File: config.mk
export PLATFORM = sky130hd
export DESIGN_NAME = dd_radix_n
export DESIGN_NICKNAME = d
export VERILOG_FILES = /design/src/rtl/dd_pkg.sv /design/src/rtl/dd_out_fifo.sv /design/src/rtl/dd_radix_n.sv
export SDC_FILE = /design/constraint.sdc
export NUM_CORES = 2
export LEC_CHECK = 0
export ABC_AREA = 1
export CAP_MARGIN = 0
export CORE_AREA = 2 2 517 519
export CTS_CLUSTER_SIZE = 16
export DETAILED_ROUTE_END_ITERATION = 8
export DIE_AREA = 0 0 519 521
export DONT_BUFFER_PORTS = 1
export HOLD_SLACK_MARGIN = 0.12
export PLACE_DENSITY_LB_ADDON = 0.12
export SETUP_SLACK_MARGIN = 0.02
export SLEW_MARGIN = 20
export SYNTH_ARGS = -nofsm -noshare
export SYNTH_HDL_FRONTEND = slang
export SYNTH_HIERARCHICAL = 1
export SYNTH_SLANG_ARGS = --single-unit
File: constraint.sdc
create_clock -name clk -period 12.4 [get_ports clk]
set_clock_uncertainty 0.1 [all_clocks]
set_input_delay 1.86 -clock clk [delete_from_list [all_inputs] [get_ports clk]]
set_output_delay 1.86 -clock clk [all_outputs]
set_load 0.05 [all_outputs]
File: src/rtl/dd_pkg.sv
// Shared types and helpers for the dd_radix_n tuple distributor.
// Holds the sideband layout stored alongside each tuple and the routing-field extractor.
package dd_pkg;

  localparam int unsigned TAG_W    = 32;
  localparam int unsigned SERIAL_W = 64;

  typedef struct packed {
    logic                last_processed;
    logic                was_joined;
    logic [SERIAL_W-1:0] serialnum;
    logic [TAG_W-1:0]    tag;
  } dd_side_t;

  // Routing field is tag[decision_bit -: log_ports], returned right-aligned.
  function automatic int unsigned dd_dest(input logic [TAG_W-1:0] tag,
                                          input int unsigned decision_bit,
                                          input int unsigned log_ports);
    logic [TAG_W-1:0] shifted;
    logic [TAG_W-1:0] mask;
    shifted = tag >> (decision_bit - log_ports + 1);
    mask    = (TAG_W'(1) << log_ports) - TAG_W'(1);
    return shifted & mask;
  endfunction

endpackage

File: src/rtl/dd_out_fifo.sv
// Per-output valid/ready FIFO for dd_radix_n; a full FIFO accepts a push in the same
// cycle it is popped. Storage is not reset, only pointers and count.
module dd_out_fifo #(
  parameter int unsigned Width = 8,
  parameter int unsigned Depth = 2
) (
  input  logic             clk_i,
  input  logic             rst_ni,
  input  logic             push_i,
  input  logic [Width-1:0] wdata_i,
  output logic             space_o,
  output logic             valid_o,
  input  logic             ready_i,
  output logic [Width-1:0] rdata_o
);

  localparam int unsigned PtrW = $clog2(Depth);
  localparam int unsigned CntW = $clog2(Depth) + 1;

  logic [Width-1:0] mem_q [Depth];
  logic [PtrW-1:0]  wr_ptr_q, wr_ptr_d;
  logic [PtrW-1:0]  rd_ptr_q, rd_ptr_d;
  logic [CntW-1:0]  count_q, count_d;
  logic             push, pop;

  assign valid_o = (count_q != '0);
  assign pop     = valid_o && ready_i;
  assign space_o = (count_q < CntW'(Depth)) || pop;
  assign push    = push_i && space_o;
  assign rdata_o = mem_q[rd_ptr_q];

  // Depth is a power of two, so pointers wrap by natural overflow.
  always_comb begin
    wr_ptr_d = wr_ptr_q;
    rd_ptr_d = rd_ptr_q;
    count_d  = count_q;
    if (push) wr_ptr_d = wr_ptr_q + PtrW'(1);
    if (pop)  rd_ptr_d = rd_ptr_q + PtrW'(1);
    count_d = count_q + CntW'(push) - CntW'(pop);
  end

  always_ff @(posedge clk_i or negedge rst_ni) begin
    if (!rst_ni) begin
      wr_ptr_q <= '0;
      rd_ptr_q <= '0;
      count_q  <= '0;
    end else begin
      wr_ptr_q <= wr_ptr_d;
      rd_ptr_q <= rd_ptr_d;
      count_q  <= count_d;
    end
  end

  always_ff @(posedge clk_i) begin
    if (push) mem_q[wr_ptr_q] <= wdata_i;
  end

endmodule

File: src/rtl/dd_radix_n.sv
// dd_radix_n: single-stage N-way tuple distributor with per-output round-robin arbiter and FIFO.
// Define DD_RADIX_STATS_EN to add per-output pop counters on stat_count.
module dd_radix_n
  import dd_pkg::*;
#(
  parameter int unsigned INPUT_SIZE   = 64,
  parameter int unsigned LOG_PORTS    = 2,
  parameter int unsigned DECISION_BIT = 1,
  parameter int unsigned FIFO_DEPTH   = 2,
  localparam int unsigned NUM_PORTS   = 1 << LOG_PORTS
) (
  input  logic                                  clk,
  input  logic                                  resetn,
  output logic [NUM_PORTS-1:0]                  in_ready,
  input  logic [NUM_PORTS-1:0][INPUT_SIZE-1:0]  in_data,
  input  logic [NUM_PORTS-1:0][TAG_W-1:0]       in_tag,
  input  logic [NUM_PORTS-1:0]                  in_valid,
  input  logic [NUM_PORTS-1:0]                  in_last_processed,
  input  logic [NUM_PORTS-1:0][SERIAL_W-1:0]    in_serialnum,
  input  logic [NUM_PORTS-1:0]                  in_was_joined,
  input  logic [NUM_PORTS-1:0]                  out_ready,
  output logic [NUM_PORTS-1:0][INPUT_SIZE-1:0]  out_data,
  output logic [NUM_PORTS-1:0][TAG_W-1:0]       out_tag,
  output logic [NUM_PORTS-1:0]                  out_last_processed,
  output logic [NUM_PORTS-1:0][SERIAL_W-1:0]    out_serialnum,
  output logic [NUM_PORTS-1:0]                  out_was_joined,
`ifdef DD_RADIX_STATS_EN
  output logic [NUM_PORTS-1:0][31:0]            stat_count,
`endif
  output logic [NUM_PORTS-1:0]                  out_valid
);

  localparam int unsigned SideW  = $bits(dd_side_t);
  localparam int unsigned EntryW = INPUT_SIZE + SideW;

  typedef logic [LOG_PORTS-1:0] idx_t;

  idx_t [NUM_PORTS-1:0] dest;
  idx_t [NUM_PORTS-1:0] grant_idx;
  logic [NUM_PORTS-1:0] push;

  for (genvar i = 0; i < NUM_PORTS; i++) begin : g_dest
    assign dest[i] = idx_t'(dd_dest(in_tag[i], DECISION_BIT, LOG_PORTS));
  end

  for (genvar j = 0; j < NUM_PORTS; j++) begin : g_out
    idx_t              rr_q, rr_d, gnt_idx;
    logic              gnt_vld, space;
    dd_side_t          wside, rside;
    logic [EntryW-1:0] wdata, rdata;

    // First requester at or after the pointer, wrapping modulo NUM_PORTS.
    always_comb begin
      idx_t cand;
      gnt_vld = 1'b0;
      gnt_idx = '0;
      cand    = '0;
      for (int k = 0; k < NUM_PORTS; k++) begin
        cand = rr_q + idx_t'(k);
        if (!gnt_vld && in_valid[cand] && (dest[cand] == idx_t'(j))) begin
          gnt_vld = 1'b1;
          gnt_idx = cand;
        end
      end
    end

    assign push[j]      = gnt_vld && space && resetn;
    assign grant_idx[j] = gnt_idx;

    always_comb begin
      rr_d = rr_q;
      if (push[j]) rr_d = gnt_idx + idx_t'(1);
    end

    always_ff @(posedge clk or negedge resetn) begin
      if (!resetn) rr_q <= '0;
      else         rr_q <= rr_d;
    end

    always_comb begin
      wside.last_processed = in_last_processed[gnt_idx];
      wside.was_joined     = in_was_joined[gnt_idx];
      wside.serialnum      = in_serialnum[gnt_idx];
      wside.tag            = in_tag[gnt_idx];
    end

    assign wdata = {in_data[gnt_idx], wside};

    dd_out_fifo #(
      .Width(EntryW),
      .Depth(FIFO_DEPTH)
    ) u_fifo (
      .clk_i  (clk),
      .rst_ni (resetn),
      .push_i (push[j]),
      .wdata_i(wdata),
      .space_o(space),
      .valid_o(out_valid[j]),
      .ready_i(out_ready[j]),
      .rdata_o(rdata)
    );

    assign rside                 = dd_side_t'(rdata[SideW-1:0]);
    assign out_data[j]           = rdata[EntryW-1 -: INPUT_SIZE];
    assign out_tag[j]            = rside.tag;
    assign out_serialnum[j]      = rside.serialnum;
    // Flags must read 0 while the slot is empty since storage is never cleared.
    assign out_last_processed[j] = rside.last_processed & out_valid[j];
    assign out_was_joined[j]     = rside.was_joined & out_valid[j];

`ifdef DD_RADIX_STATS_EN
    logic [31:0] stat_q, stat_d;

    always_comb begin
      stat_d = stat_q;
      if (out_valid[j] && out_ready[j]) stat_d = stat_q + 32'd1;
    end

    always_ff @(posedge clk or negedge resetn) begin
      if (!resetn) stat_q <= '0;
      else         stat_q <= stat_d;
    end

    assign stat_count[j] = stat_q;
`endif
  end

  // Each input targets exactly one output, so at most one grant can name it.
  always_comb begin
    in_ready = '0;
    for (int j = 0; j < NUM_PORTS; j++) begin
      if (push[j]) in_ready[grant_idx[j]] = 1'b1;
    end
  end

endmodule
[Word-level counts from Yosys, hierarchy flattened]
Memories as Yosys holds them, arrays and structs flattened.
Index checks and enable logic that the tools add are counted.
Word-level totals
  bits in registers: 24
  bits in writable memories: 1296
  input bits: 658
  word-level logic and storage cells: 331
  memories: 4
Operators by class
  $add $sub $neg: 32
  magnitude comparators: 28
  eq/ne operators: 12
  muxes and demuxes: 156
  bitwise operators: 11
  reduce and logical (&&, ||, !) cells: 72
Memory list
  g_out[0].u_fifo.mem_q: depth 2, bits a word 162, read ports 1, clocked after Yosys merged registers in 0, wr ports 1, line dd_out_fifo.sv:20  | logic [Width-1:0] mem_q [Depth];
  g_out[1].u_fifo.mem_q: depth 2, bits a word 162, read ports 1, clocked after Yosys merged registers in 0, wr ports 1, line dd_out_fifo.sv:20
  g_out[2].u_fifo.mem_q: depth 2, bits a word 162, read ports 1, clocked after Yosys merged registers in 0, wr ports 1, line dd_out_fifo.sv:20
  g_out[3].u_fifo.mem_q: depth 2, bits a word 162, read ports 1, clocked after Yosys merged registers in 0, wr ports 1, line dd_out_fifo.sv:20
Operators by type and width (count)
  $bmux W64 S2: 8
  $mux W64: 8
  $bmux W32 S2: 4
  $mux W32: 4
  $bmux W2 S2: 16
  $mux W2: 32
  $lt A2 B3 Y1 const B: 20
  $mux W1: 52
  $bmux W1 S2: 24
  $logic_and A1 B1 Y1: 48
  $add A2 B1 Y2 const B: 8
  $add A2 B2 Y2 const B: 8
  $eq A2 B2 Y1 const B: 8
  $mux W4: 4
  $logic_not A1 Y1: 12
  $or A4 B4 Y4: 3
  $add A1 B1 Y1 const B: 8
  $add A2 B1 Y2: 4
  $and A1 B1 Y1: 8
  $demux W1 S2: 4
  $eq A2 B1 Y1 const B: 4
  $ge A2 B1 Y1 const B: 4
  $logic_not A2 Y1: 4
  $lt A2 B2 Y1 const B: 4
  other kinds (3): 12

[Depth between registers and ports, before layout]
  depth in word-level cells: 28
  gate-level depth with buffers: 18

[By module]
Netlist, hierarchy kept.
Modules (own cells, without submodules)
  dd_out_fifo: times used 4, cells each 879, area an instance 12071.6 µm², sequential area each 9829.4 µm²
  dd_radix_n: times used 1, cells each 6108, area an instance 27402.5 µm², sequential area each 200.2 µm²

[Worst setup path after synthesis]
No wires, ideal clock.
  path kind: input port to flip-flop
  start: input in_tag[33] (netlist bit)
  end: memory g_out[3].u_fifo/mem_q[1][0] (netlist bit), enable pin
  library setup time: 0.686 ns
  arrival: 9.662 ns
  path slack: 1.953 ns
  cell stages on the path: 11
  cell sequence: buf_2 -> nand3_1 -> nand2_1 -> nand2_1 -> o21ai_2 -> nor2_1 -> nand2_1 -> nand2_1 -> inv_1 -> nand2_2 -> nor2_1
Between the ends
  longest elaborated chain between the ends: 22
  elaborated cells between the ends (all ways): 31
  classes of those cells: 4 x eq/ne; 14 x mux; 13 x reduce/logical
RTL lines
  start, declared: line dd_radix_n.sv:16  | input logic [NUM_PORTS-1:0][TAG_W-1:0] in_tag,
  $bmux W2 S2: line dd_radix_n.sv:60  | if (!gnt_vld && in_valid[cand] && (dest[cand] == idx_t'(j))) begin
  $mux W2 (implied by the code): line dd_radix_n.sv:60
  $eq A2 B2 Y1: line dd_radix_n.sv:60
  $logic_and A1 B1 Y1: line dd_radix_n.sv:60
  $mux W1: line dd_radix_n.sv:60
  $logic_not A1 Y1: line dd_radix_n.sv:60
  $logic_and A1 B1 Y1 (2 in a row): line dd_radix_n.sv:60
  $mux W1: line dd_radix_n.sv:60
  [4 not listed]
  $logic_not A1 Y1: line dd_radix_n.sv:60
  $logic_and A1 B1 Y1 (2 in a row): line dd_radix_n.sv:60
  $mux W1 *: line dd_radix_n.sv:60
  $logic_and A1 B1 Y1 * (2 in a row): line dd_radix_n.sv:67  | assign push[j] = gnt_vld && space && resetn;
  via push[3]: line dd_radix_n.sv:40  | logic [NUM_PORTS-1:0] push;
  $logic_and A1 B1 Y1 *: line dd_out_fifo.sv:29  | assign push = push_i && space_o;
  $mux W1 *: line dd_out_fifo.sv:55  | if (push) mem_q[wr_ptr_q] <= wdata_i;
  $mux W1 (implied by the code) *: line dd_out_fifo.sv:55
  end, declared: line dd_out_fifo.sv:20
The timed path passes the listed nets; every way through them passes the cells marked *. The select of a mux whose other input is x is not followed.

[Worst setup path in the final report]
  start: register g_out[0].rr_q[0]
  end: output in_ready[1]
Between the ends
  longest elaborated chain between the ends: 28
  elaborated cells between the ends (all ways): 55
  classes of those cells: 3 x add/sub; 2 x order compare; 30 x mux; 3 x bitwise; 17 x reduce/logical
RTL lines
  start, declared: line dd_radix_n.sv:47  | idx_t rr_q, rr_d, gnt_idx;
  start signal, assigned: line dd_radix_n.sv:77  | else rr_q <= rr_d;
  $bmux W2 S2: line dd_radix_n.sv:60
  $mux W2 (implied by the code): line dd_radix_n.sv:60
  $logic_not A2 Y1: line dd_radix_n.sv:60
  $logic_and A1 B1 Y1: line dd_radix_n.sv:60
  $mux W1: line dd_radix_n.sv:60
  $logic_not A1 Y1: line dd_radix_n.sv:60
  $logic_and A1 B1 Y1 (2 in a row): line dd_radix_n.sv:60
  $mux W1: line dd_radix_n.sv:60
  [11 not listed]
  $demux W1 S2: line dd_radix_n.sv:132  | if (push[j]) in_ready[grant_idx[j]] = 1'b1;
  $mux W4 *: line dd_radix_n.sv:132
  $or A4 B4 Y4 (no line)
  $mux W4 *: line dd_radix_n.sv:132
  $or A4 B4 Y4 (no line)
  $mux W4 *: line dd_radix_n.sv:132
  $or A4 B4 Y4 (no line)
  $mux W4 *: line dd_radix_n.sv:132
  end, declared: line dd_radix_n.sv:14  | output logic [NUM_PORTS-1:0] in_ready,
Mark *: on every way between the ends. The rest lies on a longest branch, timed or not. The select of a mux whose other input is x is not followed.

==> flow_summary.json <==
{
  "outcome": "completed",
  "r2r-start": "g_out[1].rr_q[0]",
  "yosys_most_used_dff": "edfxtp_1",
  "cts_tree": "done",
  "reg2reg_depth": 13,
  "path_class": "register to primary output",
  "rsz0062_at_grt": "false",
  "maxSlewHeadroom_pct": 19.1,
  "place_congestion": 0.884,
  "synth_edf_count": 1296,
  "core_area_sq_um": 264000,
  "min-delay-start": "g_out[1].u_fifo/wr_ptr_q",
  "ys_types": 30,
  "die_w_um": 519,
  "worstHoldEndpoint": "g_out[1].u_fifo/wr_ptr_q",
  "hp-class": "register to register",
  "die_y_um": 521,
  "synth_area_per_cell_sq_um": 7.86,
  "critPathCaptureType": "primary output",
  "start_util_pct": 28.6,
  "drive_gt1_share_pct": 4.67,
  "hold_viol": 0,
  "rrSetupSlack_ns": 6.33,
  "grt_pass1_wl_um": 537000,
  "wl_per_cell_um": 30.5,
  "cts_hold_buffers": 0,
  "required_ns": 10.44,
  "fmax_mhz": 126,
  "clk_pin_slew_ns": 0.06,
  "fin_crit_sh_pct": 64.0,
  "rows": 189,
  "instances_no_fill": 12916,
  "tns_ns": 0,
  "worstPathMaxFanout": 74,
  "min_path_cells": 2,
  "synthCells": 9624,
  "clockBufferDepth": 4,
  "place_ws_ns": 4.63,
  "yosysWarnings": 6,
  "drv_slew": 0,
  "cts.htree.levels": 4,
  "setup_viol": 0,
  "setup_ws_ns": 4.46,
  "maxCapViolCount": 0,
  "antenna_found_initial": 106,
  "synthArstFlopShare_pct": 1.82,
  "drt-pass1-iter-count": 6,
  "pin_count": 1314,
  "dp_cells": 12558,
  "fin_crit_ns": 7.94,
  "track_usage_pct": 27.8,
  "crit_arrival_ns": 5.98,
  "cts-root-buf": "clkbuf_16",
  "numPortBuffers": 0,
  "dr_total_vias": 69925,
  "cts_resized": 0,
  "drt-initial-drc-count": 8470,
  "grt_overflow": 0,
  "cts_buffers": 168,
  "cp-start-kind": "register",
  "cts.sinks": 1320,
  "fp.dieArea_sq_um": 270000,
  "drc": 0,
  "post-cts-setup-buffer-count": 0,
  "worst_slew_pin_slew_ns": 1.21,
  "post-dp-hpwl_um": 256000,
  "via_per_inst": 5.41,
  "synth_top_cell_by_area": "edfxtp_1",
  "synth_nets": 10302,
  "first_global_vias": 62769,
  "worstReg2RegEnd": "g_out[1].u_fifo/mem_q[1][6]",
  "synth_top_cells_by_area": "edfxtp_1 51%, nand2_1 20%, nand3_1 17%",
  "drtAntennaViolNets": 0,
  "ys_seq_area_share_pct": 52.2,
  "clk_latency_ns": 0.87,
  "finalNetCount": 9874,
  "synth_area_sq_um": 75700,
  "ys_ff_latch": 1320,
  "grt_max_degree": 166,
  "finish.utilization_pct": 31.4,
  "fillerInstances": 28059,
  "synth_top_area_share_pct": 51.4,
  "wl_um": 393000,
  "syn_to_final_growth_pct": 9.52
}
-- placed cells by master (no fill, tap or decap), types with 7 or more instances in the layout --
cell type  Yosys  routed
nand3_1     2612    2610
bufinv_16      0      13
inv_8          0      11
nand2_1     4055    4053
xor2_1         7       7
inv_1        729     725
inv_2         10       8
nand2_8        0       9
clkbuf_16      0     170
clkinv_1       0      36
edfxtp_1    1296    1296
clkinv_2       1      24
nand4_1       17      17
dfrtp_1       24      20
ha_1          20      20
o21ai_0       18      18
buf_12         0       9
a21oi_1        7       7
diode_2        0      61
nor2_1        34      30
nand2_2       55      46
clkbuf_1     152      39
buf_4         88     103
-- layout make-up --
type | count | area, sq um | share of cell area, %
Sequential cell | 1320 | 39500 | 47.7
Multi-Input combinational cell | 6849 | 29700 | 35.9
Tap cell | 3533 | 4420 | 5.33
Clock buffer | 210 | 4410 | 5.33
Inverter | 744 | 2880 | 3.47
Timing Repair Buffer | 113 | 981 | 1.18
Clock inverter | 86 | 791 | 0.954
Antenna cell | 61 | 153 | 0.184
-- cell families (layout without fill, tap and decap cells) --
| logic type | Yosys count | after routing | share of synthesized area (%) |
|---|---|---|---|
| multiplexers | 2 | 2 | 0.0265 |
| AND/OR/NAND/NOR | 6785 | 6785 | 38.3 |
| flip-flops | 1320 | 1320 | 52.2 |
| adder cells (fa/ha/maj) | 20 | 20 | 0.331 |
| AO/OA/AOI/OAI | 33 | 33 | 0.258 |
| XOR/XNOR | 9 | 9 | 0.104 |
| other | 0 | 61 | 0 |
| buffers and inverters | 1455 | 1153 | 8.80 |
-- worst max-delay path by stage --
stage / from / end / slack (ns) / cells past startpoint
floorplan: in_tag[33] / g_out[3].u_fifo/mem_q[1][0] / 1.95 / 11
CTS: g_out[0].rr_q[0] / in_ready[1] / 4.37 / 15
detailed placement: in_valid[1] / in_ready[1] / 4.63 / 16
global placement: in_valid[3] / in_ready[1] / 4.57 / 16
finish: g_out[0].rr_q[0] / in_ready[1] / 4.46 / 15
global route: g_out[0].rr_q[0] / in_ready[0] / 4.19 / 15
-- cells in the mapped netlist, drive strengths merged, types with 7 or more instances --
library cell / n
clkbuf: 152
o21ai: 25
a21oi: 8
nor2: 39
dfrtp: 24
xor2: 7
inv: 743
edfxtp: 1296
buf: 559
ha: 20
nand3: 2614
nand2: 4110
nand4: 17
-- stage by stage --
step	hold slack, ns	area, sq um
after floorplan	0.349	75700
after global placement	0.365	77500
after detailed placement	0.368	77500
after CTS	0.384	82700
after global routing	0.409	82900
final	0.379	82900
-- worst max-delay path: stages, from the launching register on --
cell	delay (ns)
dfrtp_1	0.82
inv_2	0.29
nand2_1	0.12
nand2_1	0.06
nor2_1	0.29
nand2_1	0.16
nand2_2	0.15
nor2_1	0.06
nor2_1	0.09
nand2_1	0.14
nand2_8	0.38
buf_4	0.75
inv_8	0.47
ha_1	0.38
nand3_1	0.10
nand4_1	0.58
-- state kept, by name (all words and copies together), names as in the netlist --
signal and cells:
g_out.u_fifo/mem_q 1296, g_out.u_fifo/wr_ptr_q 4, g_out.u_fifo/rd_ptr_q 4, g_out.u_fifo/count_q 8
g_out.rr_q 8
-- per-layer routing --
metal  global-route usage (%)  part of all wire, %  up-vias
li1                         -                    -    30846
met2                     44.6                   46     4061
met5                        0                 0.11        -
met4                     9.86                  3.8       72
met3                     8.45                   11      633
met1                     35.4                   40    34313
Power is left out: the tool's default activity adds up to more than one toggle a clock period on the data nets, which glitch-free logic cannot reach.
